<file path="src/rtl/pe_noc_pkg.sv">
// pe_noc_pkg: shared packet field positions, packet width helper and scheduler states
package pe_noc_pkg;
  localparam int DIR_LSB   = 0;
  localparam int XHOP_LSB  = 2;
  localparam int YHOP_BIT  = 4;
  localparam int TS_BIT    = 5;
  localparam int ZERO_LSB  = 6;
  localparam int SPIKE_BIT = 9;
  localparam int NODE_LSB  = 10;
  localparam int RES_LSB   = 12;
  function automatic int pkt_w(input int filter_width);
    return 9 + 3 * filter_width;
  endfunction
  typedef enum logic [1:0] {IDLE, SEND, ADVANCE} sched_state_e;
endpackage

</file>
<file path="src/rtl/rr_arbiter.sv">
// rr_arbiter: one-hot grant to the first requester at or after ptr, wrapping round
module rr_arbiter #(
  parameter int N = 4,
  localparam int PW = (N > 1) ? $clog2(N) : 1
) (
  input  logic [N-1:0]  req,
  input  logic [PW-1:0] ptr,
  output logic [N-1:0]  grant
);
  // scanning from the far end lets the nearest requester overwrite earlier hits
  always_comb begin
    grant = '0;
    for (int k = N - 1; k >= 0; k--) begin
      if (req[(int'(ptr) + k) % N]) begin
        grant = '0;
        grant[(int'(ptr) + k) % N] = 1'b1;
      end
    end
  end
endmodule

</file>
<file path="src/rtl/pe_packet_scheduler.sv">
// pe_packet_scheduler: timestep-ordered round-robin injection of source packets into one router port
module pe_packet_scheduler
  import pe_noc_pkg::*;
#(
  parameter int FILTER_WIDTH = 8,
  parameter int NUM_SRC = 4,
  localparam int PKT_W = pkt_w(FILTER_WIDTH),
  localparam int PW = $clog2(NUM_SRC)
) (
  input  logic                     clk,
  input  logic                     rst_n,
  input  logic                     en,
  input  logic [NUM_SRC-1:0]       in_valid,
  input  logic [NUM_SRC*PKT_W-1:0] in_packet,
  output logic [NUM_SRC-1:0]       in_ready,
  output logic                     out_valid,
  input  logic                     out_ready,
  output logic [PKT_W-1:0]         out_packet,
  output logic                     cur_ts,
  output logic                     ts_advance,
  output logic [3:0]               spike_count
);
  sched_state_e state, nxt;
  logic [PKT_W-1:0] pkts [NUM_SRC];
  logic [NUM_SRC-1:0] sent_mask, eligible, grant, done_mask;
  logic [PW-1:0] rr_ptr, held_idx, grant_idx;
  logic [3:0] acc;
  logic pick, finish;

  for (genvar i = 0; i < NUM_SRC; i++) begin : g_src
    assign pkts[i] = in_packet[i*PKT_W +: PKT_W];
    assign eligible[i] = in_valid[i] & ~sent_mask[i] & (pkts[i][TS_BIT] == cur_ts);
  end

  rr_arbiter #(.N(NUM_SRC)) u_arb (.req(eligible), .ptr(rr_ptr), .grant(grant));

  // a grant taken while in reset would be acknowledged and then lost
  assign pick = rst_n && state == IDLE && en && |eligible;
  assign in_ready = pick ? grant : '0;
  assign finish = state == SEND && out_ready;
  assign done_mask = sent_mask | (NUM_SRC'(1) << held_idx);
  assign out_valid = state == SEND;
  assign ts_advance = state == ADVANCE;

  always_comb begin
    grant_idx = '0;
    for (int i = 0; i < NUM_SRC; i++) if (grant[i]) grant_idx = PW'(i);
  end

  always_comb
    nxt = state == IDLE ? (pick ? SEND : IDLE)
        : state == SEND ? (out_ready ? (&done_mask ? ADVANCE : IDLE) : SEND)
        : IDLE;

  always_ff @(posedge clk) begin
    if (!rst_n) begin
      state       <= IDLE;
      out_packet  <= '0;
      held_idx    <= '0;
      sent_mask   <= '0;
      rr_ptr      <= '0;
      acc         <= '0;
      cur_ts      <= 1'b0;
      spike_count <= '0;
    end else begin
      state <= nxt;
      if (pick) begin
        out_packet <= pkts[grant_idx];
        held_idx   <= grant_idx;
      end
      if (finish) begin
        sent_mask <= done_mask;
        rr_ptr    <= held_idx == PW'(NUM_SRC - 1) ? '0 : held_idx + 1'b1;
        acc       <= acc == 4'd15 ? acc : acc + 4'(out_packet[SPIKE_BIT]);
      end
      if (ts_advance) begin
        cur_ts      <= ~cur_ts;
        sent_mask   <= '0;
        spike_count <= acc;
        acc         <= '0;
      end
    end
  end
endmodule

</file>
<file path="config.mk">
export PLATFORM = sky130hd
export DESIGN_NAME = pe_packet_scheduler
export DESIGN_NICKNAME = d
export VERILOG_FILES = /design/src/rtl/pe_noc_pkg.sv /design/src/rtl/rr_arbiter.sv /design/src/rtl/pe_packet_scheduler.sv
export SDC_FILE = /design/constraint.sdc
export NUM_CORES = 1
export LEC_CHECK = 0
export ABC_AREA = 1
export CAP_MARGIN = 10
export CORE_MARGIN = 3
export CORE_UTILIZATION = 43
export CTS_BUF_LIST = sky130_fd_sc_hd__clkbuf_8
export DETAILED_ROUTE_END_ITERATION = 12
export PLACE_DENSITY = 0.93
export RECOVER_POWER = 100
export SYNTH_ARGS = -nofsm -noshare
export SYNTH_HDL_FRONTEND = slang
export SYNTH_SLANG_ARGS = --single-unit
</file>
<file path="constraint.sdc">
create_clock -name clk -period 2.65 [get_ports clk]
set_input_delay 0.265 -clock clk [delete_from_list [all_inputs] [get_ports clk]]
set_output_delay 0.265 -clock clk [all_outputs]
set_load 0.02 [all_outputs]
</file>
==> Yosys cells after proc, flatten, opt, wreduce, memory -nomap -nowiden <==
Index checks and enable logic that the tools add are counted.
W data, S select, Z words.
{ "classes": {"reduce_logical": 16, "bitwise_logic": 20, "n_mux": 36, "n_lt_le_gt_ge": 9, "n_eq_ne": 8, "addsub": 5, "shifts": 1} }
{ "op_table": {"columns": ["operator", "count"], "rows": [
  ["$bmux W33 S2", 1],
  ["$mux W33", 2],
  ["$mux W4", 5],
  ["$mux W2", 7],
  ["$mux W1", 13],
  ["$lt A3 B4 Y1 const B", 3],
  ["$ge A3 B1 Y1 const B", 3],
  ["$and A1 B1 Y1", 8],
  ["$bmux W1 S2", 4],
  ["$demux W1 S2", 4],
  ["$logic_and A1 B1 Y1", 8],
  ["$reduce_or A2 Y1", 4],
  ["$not A1 Y1", 7],
  ["$add A2 B1 Y2 const B", 2],
  ["$add A2 B2 Y2 const B", 2],
  ["$add A4 B1 Y4", 1],
  ["$eq A1 B1 Y1", 4],
  ["$eq A2 B2 Y1 const B", 2],
  ["$eq A4 B4 Y1 const B", 1],
  ["$or A4 B4 Y4", 1],
  ["$reduce_and A4 Y1", 1],
  ["$reduce_or A4 Y1", 1],
  ["$shl A1 B2 Y4 const A", 1],
  ["$and A1 B1 Y1 const A", 3],
  ["7 further kinds", 7]
]} }
{ "word_totals": {"out_inout_bits": 44, "reg_bits": 52, "in_bits": 140} }

==> Longest topological paths before layout <==
Gate-level depths: netlist (run 1).
{ "logic_depth": {"ltp_word": 18, "ltp_mapped": 19, "depth_no_buf": 18} }

==> Modules after synthesis <==
Synthesis (run 1) repeated with hierarchy kept, for this count alone.
{ "hier_totals": {"cells_unflattened": 820, "hier_area_um2": 4419.2} }
{ "modules_own_cells": {"columns": ["mod", "area_per_inst_um2", "instances", "cells_per_inst"], "rows": [
  ["pe_packet_scheduler", 3996.3, 1, 746],
  ["rr_arbiter", 422.9, 1, 74]
]} }

==> Worst setup path after synthesis (run 1) <==
Ideal clock, no wire load.
{ "synth_path": {"kind": "register to output", "start": "register cur_ts", "end": "output in_ready[0]", "stages_incl_launch_ff": 9, "path_slack_ps": 307, "t_arrival_ps": 2078, "t_required_ps": 2385, "path_cell_list": "dfxtp_1 > inv_2 > nand2_1 > nand3_2 > a41oi_2 > clkbuf_1 > buf_2 > o21ai_0 > a21oi_1"} }
{ "synth_via": {"elab_chain_len": 10, "elab_cells_between_ends": 26, "cone_classes": "eq/ne (4); mux (16); bitwise (4); reduce/logical (2)"} }
{ "synth_lines": {"columns": ["item", "line", "rtl"], "rows": [
  ["start: declaration", "pe_packet_scheduler.sv:19", "output logic cur_ts,"],
  ["start signal: assignment", "pe_packet_scheduler.sv:77", "cur_ts <= ~cur_ts;"],
  ["$eq A1 B1 Y1", "pe_packet_scheduler.sv:32", "assign eligible[i] = in_valid[i] & ~sent_mask[i] & (pkts[i][TS_BIT] == cur_ts);"],
  ["$and A1 B1 Y1", "pe_packet_scheduler.sv:32", null],
  ["$bmux W1 S2", "rr_arbiter.sv:14", "if (req[(int'(ptr) + k) % N]) begin"],
  ["$mux W1 (implied by the code) (2 in a row)", "rr_arbiter.sv:14", null],
  ["$mux W4 (4 in a row)", "rr_arbiter.sv:14", null],
  ["$mux W4 (*)", "pe_packet_scheduler.sv:39", "assign in_ready = pick ? grant : '0;"],
  ["end: declaration", "pe_packet_scheduler.sv:15", "output logic [NUM_SRC-1:0] in_ready,"]
]} }
Mark *: on every way between the ends. The rest lies on a longest branch, timed or not. The select of a mux whose other input is x is not followed.

==> Worst setup path in the final report (run 1) <==
{ "layout_path": {"start": "register rr_ptr[1]", "end": "output in_ready[1]"} }
{ "layout_via": {"elab_chain_len": 12, "elab_cells_between_ends": 45, "cone_classes": "add/sub (3); order compare (8); mux (24); bitwise (3); reduce/logical (7)"} }
{ "layout_lines": {"columns": ["item", "line", "rtl"], "rows": [
  ["start: declaration", "pe_packet_scheduler.sv:26", "logic [PW-1:0] rr_ptr, held_idx, grant_idx;"],
  ["start signal: assignment", "pe_packet_scheduler.sv:73", "rr_ptr <= held_idx == PW'(NUM_SRC - 1) ? '0 : held_idx + 1'b1;"],
  ["$add A2 B2 Y2", "rr_arbiter.sv:14, rr_arbiter.sv:16", null],
  ["$reduce_or A2 Y1 (no line)", null, null],
  ["$and A1 B1 Y1 (no line)", null, null],
  ["$lt A3 B4 Y1 (implied by the code) or $ge A3 B1 Y1 (tied branches)", "rr_arbiter.sv:16", "grant[(int'(ptr) + k) % N] = 1'b1;"],
  ["$logic_and A1 B1 Y1 (implied by the code)", "rr_arbiter.sv:16", null],
  ["$mux W1 (implied by the code)", "rr_arbiter.sv:16", null],
  ["$demux W1 S2", null, null],
  ["$mux W4 (3 in a row)", "rr_arbiter.sv:14", null],
  ["$mux W4 (*)", "rr_arbiter.sv:14", null],
  ["$mux W4 (*)", "pe_packet_scheduler.sv:39", null]
]} }
Marked as above.

==> results of run 1 <==
-- worst max-delay path by stage --
stage	startpoint	endpoint	slack (ps)	cells past startpoint
floorplan	cur_ts	in_ready[0]	310	8
global placement	in_valid[3]	in_ready[3]	40	14
detailed placement	in_valid[3]	in_ready[0]	-60	12
CTS	rr_ptr[1]	in_ready[2]	130	9
global route	cur_ts	out_packet[3]	-0.07	19
finish	rr_ptr[1]	in_ready[1]	150	11
-- layout by cell type, fill, tap and decap left out, drive strengths merged --
master | synthesis | final
o31ai | 1 | 1
nand4 | 1 | 1
buf | 20 | 25
nor2 | 86 | 86
bufinv | 0 | 1
or2 | 1 | 1
clkdlybuf4s15 | 0 | 3
a41oi | 1 | 1
nand3b | 14 | 14
nor4 | 1 | 1
clkinvlp | 0 | 1
dfxtp | 52 | 52
a21oi | 72 | 72
o211ai | 1 | 1
dlygate4sd2 | 0 | 1
dlygate4sd3 | 0 | 40
a31oi | 2 | 2
clkdlybuf4s50 | 0 | 139
ha | 13 | 13
nand2 | 151 | 151
clkbuf | 11 | 7
o21ai | 70 | 70
inv | 113 | 113
clkinv | 1 | 2
nand3 | 32 | 32
-- Yosys cell counts (2+ instances only) --
cell type	number
buf_2	10
o21ai_0	53
a21oi_1	61
ha_1	13
dfxtp_1	52
a31oi_1	2
nor2_1	85
buf_6	6
inv_1	108
nand3b_1	14
a21oi_2	10
nand2_2	3
inv_2	5
nand2_4	3
nand3_2	5
nand2_1	145
nand3_1	27
o21ai_1	16
buf_4	4
clkbuf_1	10
-- registers in the layout, indices dropped and copies added (netlist names) --
name and cells:
state 2, sent_mask 4, held_idx 2, spike_count 4, out_packet 33, cur_ts 1
acc 4, rr_ptr 2
-- per-stage QoR --
stage	total power, mW	TNS [ps]	cells
global placement	2.08	0	927
CTS	2.69	0	935
detailed placement	2.13	-264	927
global route	2.85	-0.0746	935
floorplan	1.62	0	643
finish	2.68	0	935
-- worst reg2reg max path: stages (launching register included) --
cell and delay [ps]:
dfxtp_2 420, inv_2 90, nand2_1 90, nand3_2 90, nand2_1 90, nand2_1 80
o21ai_2 240, inv_2 70, or2_1 250, nand2_4 90, buf_4 220, nand3_2 90
buf_4 230, o21ai_0 200, a21oi_1 100
-- power groups by stage --
stage / Combinational [mW] / Clock, mW / Sequential (mW)
4_1_cts: 1.26 / 0.582 / 0.857
3_3_place_gp: 1.21 / 0 / 0.873
3_5_place_dp: 1.25 / 0 / 0.874
2_1_floorplan: 0.693 / 0 / 0.922
5_1_grt: 1.38 / 0.608 / 0.860
6_report: 1.25 / 0.572 / 0.855
-- cell families (layout without fill, tap and decap cells) --
| logic type | after synthesis | after routing | share of synthesized area |
|---|---|---|---|
| AND/OR/NAND/NOR | 286 | 286 | 0.319 |
| buffers and inverters | 145 | 332 | 0.160 |
| flip-flops | 52 | 52 | 0.270 |
| adder cells (fa/ha/maj) | 13 | 13 | 0.0421 |
| AO/OA/AOI/OAI | 147 | 147 | 0.209 |
-- timing repair --
item,in CTS,in global routing
hold buffers,0,0
pin swaps,0,0
setup endpoints to repair,4,7
resized for setup,5,8
buffers inserted,0,0
-- layer usage --
| metal | vias up | share of wire | global-route usage | routed length (um) |
|---|---|---|---|---|
| li1 | 2376 | - | - | - |
| met1 | 2122 | 0.38 | 0.287 | 4980 |
| met2 | 230 | 0.50 | 0.461 | 6520 |
| met3 | 34 | 0.088 | 0.0567 | 1140 |
| met4 | 0 | 0.025 | 0.0974 | 328 |
| met5 | - | 0 | 0 | 0 |
-- cell type report --
type | instances | area (sq um) | area share
Inverter | 114 | 429 | 0.0713
Multi-Input combinational cell | 446 | 2220 | 0.368
Sequential cell | 52 | 1040 | 0.173
Clock inverter | 3 | 46.3 | 0.00769
Clock buffer | 5 | 68.8 | 0.0114
Timing Repair Buffer | 210 | 2090 | 0.347
Tap cell | 105 | 131 | 0.0218
==> impl_results.md, run 1 <==
- Outcome: completed
- Maximum fanout along the worst path: 6
- Comb pwr share: 0.467
- Slew HR: 0.238
- Number of DRC markers in iteration 0: roughly 180
- Worst-Skew Late Latency: a little over 300 ps
- Cells after Synth: approximately 640
- Sequential share of power: 0.319
- Worst Path Arrival: between 2000 and 2500 ps
- Reg-to-Reg End: out_packet[19]
- All-Layer GR Usage: 0.254
- Worst reg-to-reg path cell count: 14
- I/O pins: 184
- Min cycle time layout: ~2500 ps
- Cell chain of the critical path: inv_2, ha_1, inv_1, nand3_1, nand2_2, inv_2, nor2_1, nor2_1, nand2_1, a21oi_1, dlygate4sd2_1
- Wire per inst: between 10 and 15 um
- Final Util: 0.711
- FF+latch count, synth: 52
- TritonCTS clock tree: built
- Internal Pwr Total: ~1.7 mW
- Setup CP Type: reg -> out
- Top_reg_cell synth: dfxtp_1
- Slowest cell on crit path: dfxtp_1
- Diodes inserted: 0
- Final worst path period share: 0.943
- Distinct cells, synth: 31
- Vias post-DR: approximately 4800
- Routed Antenna Nets: 0
- Total of max-cap violations: 0
- Area Overhead vs Synth: 56.0%
- Sw power: ~1 mW
- Number of port buffers: ~180
- Root buffer cell: clkbuf_8
- WP data required: about 2400 ps
- Slew Viols, Final: 0
- Crit path max-delay family: buffers and inverters
- Final worst slack: approximately 150 ps
- Fin. Hold Viols: 0
- Via density: 5.09
- First-pass GRT wire length: around 21 mm
- Post-DP HPWL: approximately 10 mm
- Hold Crit Start: acc[3]
- Top-area cell type share of the netlist area: 0.270
- CP Capture Type: primary output
- Pre-CTS setup slack: -58.5 ps
- Placed Area: about 5900 sq um
- Mapped Area: roughly 3900 sq um
- # rows: 33
- Worst R2R Setup Slack: approximately 190 ps
- Avg Cell Area, Syn: between 6 and 7 sq um
- Final setup violation count: 0
- WHS: 512 ps
- WHS Endpoint: acc[3]
- Clk buf depth: 2
- Sequential-to-total area share from yosys stat: 0.270
- Leak: roughly 2.9 nW
- Layout Skew: 12.9 ps
- Finished Cell Area: roughly 6000 sq um
- Overflow after GRT: 0
- CTS Buf Count: 5
- Max Clock Freq: 400 MHz
- Least-Margin Pin Slew: 1140 ps
- Syn Nets: 796
- Gpl congestion: around 1
- Crit path launch type: register
- Clk sink count: 52
- Largest area contributor in the netlist: dfxtp_1
- FILL cells: roughly 660
- Syn. warnings: 0
- Effective utilization at floorplan: 0.456
- Maximum vdd drop: 0.279 mV
- Vias in the first global route: between 4000 and 5000
- H-tree depth: 2
- Largest net degree at the start of global routing: 50
- Die height: around 100 um
- # DRC: 0
- Crit path buf inv count: 4
- NumNets Final: ~980
- Sw Ratio: 0.375
- Power Density: between 400 and 500 nW/um^2
- EDFF count, synth: 0
- Area contributors post-synth: dfxtp_1, nand2_1, inv_1
- R2R Path Start: cur_ts
- Chip width: roughly 100 um
- DIE AREA: 10100 sq um
- Clk pwr share: 0.214
- Final Routed Wirelength: around 13 mm
- Clk slew on worst S/H paths: roughly 110 ps
- Initial antenna violation count: 0
- Core area: 8460 sq um
- Layout cells sized above 1: 0.0807
- Min-delay worst type: reg -> reg
- Ys async rst share: 0
- Hold depth: 2
- Max stage delay on crit path: 360 ps
- DRT Pass-1 Iters: 5
Power figures use the tool's default switching activity.
==> run 2: changes to the inputs <==
--- a/config.mk
+++ b/config.mk
@@ -8,10 +8,10 @@
 export ABC_AREA = 1
 export CAP_MARGIN = 10
 export CORE_MARGIN = 3
-export CORE_UTILIZATION = 43
+export CORE_UTILIZATION = 39
 export CTS_BUF_LIST = sky130_fd_sc_hd__clkbuf_8
 export DETAILED_ROUTE_END_ITERATION = 12
-export PLACE_DENSITY = 0.93
+export PLACE_DENSITY = 0.89
 export RECOVER_POWER = 100
 export SYNTH_ARGS = -nofsm -noshare
 export SYNTH_HDL_FRONTEND = slang
==> constraint.sdc (replaced) <==
create_clock -name clk -period 2.2 [get_ports clk]
set_input_delay 0.22 -clock clk [delete_from_list [all_inputs] [get_ports clk]]
set_output_delay 0.22 -clock clk [all_outputs]
set_load 0.02 [all_outputs]
==> run 2 against run 1 <==
Compared with the run above:
- the run now ends with setup timing left
- final cell count increased by 5.9%
- worst hold slack lost 44 ps
- count of clock-buffer cells in the layout did not move
- routed wire length is 16% higher
- clock power grew 3%
- total power up 36%
- sequential power grew 20%
- register-to-register slack worse by 280 ps
- largest cell class unchanged
==> impl_results.md, run 2 (synthesized netlist as in run 1, its figures left out) <==
- # rows: 35 (+6.1%)
- Gpl congestion: 0.872 (-13%)
- Final worst path period share: 1.07
- Finished Cell Area: 6840 sq um (+14%)
- Leak: 3.24 nW (+10%)
- Overall power: 3.64 mW (+36%)
- TritonCTS clock tree: built
- I/O pins: 184 (unchanged)
- Final worst slack: -147 ps (-298 ps)
- Max Clock Freq: between 400 and 500 MHz
- Post-DP HPWL: 9.81 mm (-2.7%)
- Top cell by count, worst path: nand3_2
- Layout cells sized above 1: 0.197 (+0.117)
- H-tree depth: 2 (unchanged)
- Total of max-cap violations: 0 (unchanged)
- Wire per inst: 15.1 um (+9.2%)
- First-pass GRT wire length: 20.6 mm (-3.3%)
- Crit path max-delay family: simple AND/OR/NAND/NOR gates
- Initial antenna violation count: 0 (unchanged)
- Outcome: complete, but fails checks
- Slowest cell on crit path: clkdlybuf4s50_1
- Least-Margin Pin Slew: 432 ps (-711 ps)
- Fin. Hold Viols: 0 (unchanged)
- Worst Path Arrival: 2130 ps (-100 ps)
- Cell chain of the critical path: clkdlybuf4s50_1, inv_1, nor2_1, nand3_2, nand2_2, nand3_2, nand2_4, nand2_1, nand2_1, nand3_2, nand2_2, nand2_8, nor2_4, buf_6
- Commonest non-fill, non-tap cell in the layout: clkdlybuf4s50_1
- Placed Area: 6070 sq um (+3.0%)
- Max reg flops: 33 (unchanged)
- Diodes inserted: 0 (unchanged)
- Largest net degree at the start of global routing: 45 (-10%)
- Routed Antenna Nets: 0 (unchanged)
- DIE AREA: 11100 sq um (+9.6%)
- Clk slew on worst S/H paths: 100 ps (about the same)
- Effective utilization at floorplan: 0.410 (-0.0461)
- Clk sink count: 52 (unchanged)
- Maximum vdd drop: 0.391 mV (+40%)
- Layout Skew: 9.61 ps (-3.28 ps)
- WHS: 468 ps (-44.1 ps)
- Core area: 9420 sq um (+11%)
- Clk buf depth: 2 (unchanged)
- Via density: 4.89 (-3.9%)
- Die height: 105 um (+4.7%)
- FILL cells: 712 (+8.2%)
- Vias post-DR: 4846 (+1.8%)
- All-Layer GR Usage: 0.223 (-0.0314)
- Min cycle time layout: 2350 ps
- Most frequent cells in the layout: clkdlybuf4s50_1, nand2_1, inv_1
- Setup CP Type: in -> out
- Final Routed Wirelength: 15.0 mm (+16%)
- CTS Buf Count: 5 (unchanged)
- Slew HR: 0.712 (+0.474)
- Sum Neg Setup Slack: -3610 ps (-3610 ps)
- # DRC: 0 (unchanged)
- DRT Pass-1 Iters: 4 (-1)
- Min-delay worst type: in -> reg
- Largest register by flop count: out_packet
- Number of DRC markers in iteration 0: 199 (+8.2%)
- Maximum fanout along the worst path: 7 (+1)
- Overflow after GRT: 0 (unchanged)
- Area Overhead vs Synth: 77.1%
- Root buffer cell: clkbuf_8
- Vias in the first global route: 4429 (-8.2%)
- Final setup violation count: 38 (+38)
- Max stage delay on crit path: 480 ps (+120 ps)
- Failing checks: setup timing
- Crit path launch type: primary input
- NumNets Final: 1013 (+3.2%)
- Crit path buf inv count: 3 (-1)
- RSZ-0062 raised after global routing: yes
- Slew Viols, Final: 0 (unchanged)
- Pre-CTS setup slack: -507 ps (-449 ps)
- Power Density: 532 nW/um^2 (+20%)
- Chip width: 105 um (+4.7%)
- Number of port buffers: 183 (unchanged)
- WP data required: 1980 ps (-400 ps)
- Worst-Skew Late Latency: 310 ps (about the same)
- CP Capture Type: primary output
[run 2: through the flow]
step                      utilization  std cells
after floorplan                     -        643
after global placement          0.645        963
after detailed placement        0.645        963
after CTS                       0.663        975
after global routing            0.726        990
final                           0.726        990
[run 2: layer usage]
metal	routed length, um	global-route usage	share of wire	up-vias
li1	-	-	-	2442
met1	5970	0.268	0.40	2178
met2	7590	0.389	0.51	204
met3	1200	0.0631	0.080	22
met4	231	0.0562	0.015	0
met5	0	0	0	-
[run 2: path summary, 6_finish.rpt]
check	startpoint	to	slack, ps	cells after the start
setup reg to reg	cur_ts	out_packet[9]	-90	19
setup / recovery	in_valid[2]	in_ready[3]	-150	14
hold reg to reg	acc[2]	acc[2]	510	2
hold / removal	in_packet[104]	out_packet[5]	470	7
[run 2: area by class of cell]
| cell class | instances | area (sq um) | area share |
|---|---|---|---|
| multi-input combinational | 446 | 2550 | 0.373 |
| timing repair buffer | 241 | 2540 | 0.371 |
| sequential | 52 | 1050 | 0.153 |
| inverter | 114 | 443 | 0.0648 |
| tap | 129 | 161 | 0.0236 |
| clock buffer | 5 | 68.8 | 0.0101 |
| clock inverter | 3 | 27.5 | 0.00403 |
[run 2: report_power, final]
part	internal, mW	switching [mW]	total (mW)
clock network	0.235	0.353	0.588
logic	0.972	1.05	2.02
registers	0.998	0.0301	1.03
[run 2: worst register-to-register path, delay by kind of cell (launching register included)]
kind,cells,cell delay [ps]
buffers and inverters,4,270
and+or+nand+nor,15,1540
DFF,1,420
[run 2: repair_timing]
action | 4_1_cts | 5_1_grt
hold buffers | 0 | 0
pin swaps | 6 | 37
gates resized for setup | 33 | 104
endpoints found under the hold margin | 0 | 0
endpoints found under the setup margin | 35 | 38
setup buffers | 4 | 7
gates cloned | 0 | 8
==> run 3: changes to the inputs <==
--- a/config.mk
+++ b/config.mk
@@ -8,10 +8,11 @@
 export ABC_AREA = 1
 export CAP_MARGIN = 10
 export CORE_MARGIN = 3
-export CORE_UTILIZATION = 39
+export CORE_UTILIZATION = 50
 export CTS_BUF_LIST = sky130_fd_sc_hd__clkbuf_8
 export DETAILED_ROUTE_END_ITERATION = 12
-export PLACE_DENSITY = 0.89
+export DONT_BUFFER_PORTS = 1
+export PLACE_DENSITY = 0.77
 export RECOVER_POWER = 100
 export SYNTH_ARGS = -nofsm -noshare
 export SYNTH_HDL_FRONTEND = slang
==> run 3 against run 2 <==
Compared with the run above:
- the run still ends with setup timing left
- setup slack got worse by 40 ps
- clock power fell by 4.3%
- clock skew decreased by 3.8 ps
- combinational power is 13% lower
- worst hold slack lost 420 ps
- sequential share of layout area rose by 4.9 points
- sequential cell count unchanged
- routed wire length shrank 9.1%
- fmax down 1.7%
- utilization is 2.5 points lower
- count of clock-buffer cells in the layout grew 1
- largest cell class unchanged
==> impl_results.md, run 3 (synthesized netlist as in run 1, its figures left out) <==
- Outcome: complete, but fails checks
- Failing checks: setup timing
- # DRC: 0 (unchanged)
- Multi-input logic area: 2630 sq um (+2.9%)
- DIE AREA: 8810 sq um (-21%)
- Core area: 7370 sq um (-22%)
- Wire per inst: 17.3 um (+14%)
- Min-delay worst type: in -> reg
- Number of port buffers: 0 (-100%)
- Setup CP Type: reg -> reg
- Max Clock Freq: 419 MHz (-1.7%)
- Worst Path Arrival: 2600 ps (+470 ps)
- Pre-CTS setup slack: -80.5 ps (+427 ps)
- Effective utilization at floorplan: 0.524 (+0.114)
- Clk buf depth: 2 (unchanged)
- Largest net degree at the start of global routing: 41 (-8.9%)
- Post-route insts no fill: 789 (-20%)
- WHS: 45.1 ps (-423 ps)
- Vias in the first global route: 3666 (-17%)
- Area Overhead vs Synth: 34.0%
- DRT Pass-1 Iters: 5 (+1)
- Post-DP HPWL: 8.26 mm (-16%)
- Clk sink count: 52 (unchanged)
- Number of DRC markers in iteration 0: 230 (+16%)
- Power Density: 661 nW/um^2 (+24%)
- Final Util: 0.702 (-0.0245)
- FILL cells: 594 (-17%)
- Crit path max-delay family: simple AND/OR/NAND/NOR gates
- Gpl congestion: 0.910 (+4.3%)
- Final Routed Wirelength: 13.6 mm (-9.1%)
- Via density: 5.65 (+15%)
- Most frequent cells in the layout: nand2_1, inv_1, nor2_1
- Crit path buf inv count: 5 (+2)
- Slowest cell on crit path: dfxtp_4
- Crit path launch type: register
- # rows: 31 (-11%)
- Maximum vdd drop: 0.418 mV (+6.7%)
- First-pass GRT wire length: 16.8 mm (-18%)
- Maximum fanout along the worst path: 6 (-1)
- Max reg flops: 33 (unchanged)
- Worst-Skew Late Latency: 300 ps (about the same)
- Min cycle time layout: 2390 ps (+39.7 ps)
- Layout cells sized above 1: 0.277 (+0.0794)
- Root buffer cell: clkbuf_8
- Final worst path period share: 1.08 (+0.0180)
- Register area: 1050 sq um (unchanged)
- Layout Skew: 5.83 ps (-3.78 ps)
- Total of max-cap violations: 0 (unchanged)
- Overflow after GRT: 0 (unchanged)
- Overall power: 3.42 mW (-6.0%)
- Routed Antenna Nets: 0 (unchanged)
- WP data required: 2410 ps (+430 ps)
- H-tree depth: 2 (unchanged)
- Final setup violation count: 37 (-2.6%)
- CTS Buf Count: 5 (unchanged)
- Slew HR: 0.661 (-0.0506)
- All-Layer GR Usage: 0.237 (+0.0138)
- TritonCTS clock tree: built
- Worst R2R Setup Slack: -190 ps (-100 ps)
- RSZ-0062 raised after global routing: yes
- Top cell by count, worst path: nand2_4
- Slew Viols, Final: 0 (unchanged)
- Clk slew on worst S/H paths: 90 ps (about the same)
- Least-Margin Pin Slew: 508 ps (+75.9 ps)
- Initial antenna violation count: 0 (unchanged)
- Final worst slack: -186 ps (-39.7 ps)
- Commonest non-fill, non-tap cell in the layout: nand2_1
- Vias post-DR: 4459 (-8.0%)
- Diodes inserted: 0 (unchanged)
- I/O pins: 184 (unchanged)
- Max stage delay on crit path: 420 ps (-60 ps)
- CP Capture Type: register
- Largest register by flop count: out_packet
- Dpl cells: 737 (-23%)
- Fin. Hold Viols: 0 (unchanged)
- Die height: 93.9 um (-11%)
- Leak: 2.49 nW (-23%)
- Chip width: 93.9 um (-11%)
- NumNets Final: 842 (-17%)
- Cell chain of the critical path: inv_8, nand2_4, nand3_4, nand2_4, nand2_4, o21ai_4, buf_6, a21oi_2, a21oi_4, nand2_4, buf_12, nand2_8, buf_12, nand2_1, nand2_1, nand3_2, nand2_2, inv_2
==> run 3: cell count changes in the layout (fill, tap and decap cells not counted), moves of 5 or more <==
cell | before | now
clkdlybuf4s50_1 | 138 | 0
dlygate4sd3_1 | 37 | 0
buf_6 | 8 | 14
o21ai_1 | 20 | 15
nand2_2 | 16 | 23
nand2_1 | 123 | 114
==> run 3: area by class of cell <==
type,count,area share
inverters,114,0.0852
clock buffers,6,0.0160
multi-input cells,447,0.508
well taps,99,0.0240
clock inverters,2,0.00194
repair buffers,69,0.162
flip-flops and latches,52,0.203
==> run 3: final timing paths <==
kind	start	to	cells past startpoint
hold reg to reg	acc[3]	acc[3]	2
setup reg to reg	cur_ts	out_packet[5]	18
setup / recovery	cur_ts	out_packet[5]	18
hold / removal	rst_n	held_idx[1]	2
==> run 3: timing repair <==
item | 4_1_cts | 5_1_grt
pin swaps | 9 | 26
setup endpoints to repair | 18 | 38
hold buffers | 0 | 0
resized for setup | 24 | 109
buffers inserted | 10 | 20
gates cloned | 0 | 14
==> run 3: power breakdown <==
group / leakage (nW) / switching (mW) / internal, mW / total, mW
Clock: 0.0510 / 0.311 / 0.252 / 0.563
Sequential: 0.426 / 0.106 / 0.998 / 1.10
Combinational: 2.02 / 0.958 / 0.792 / 1.75
Total: 2.49 / 1.37 / 2.04 / 3.42
==> run 3: through the flow <==
step / cell area, sq um / setup TNS (ps)
final: 5170 / -3830
after floorplan: 3870 / 0
after global placement: 4080 / -21.8
after detailed placement: 4080 / -281
after global routing: 5170 / -8000
after CTS: 4330 / -2.27
==> run 3: routing by layer <==
metal	global-route usage	wire length [um]
met1	0.278	5300
met2	0.414	6740
met3	0.0497	1120
met4	0.0999	469
met5	0	0
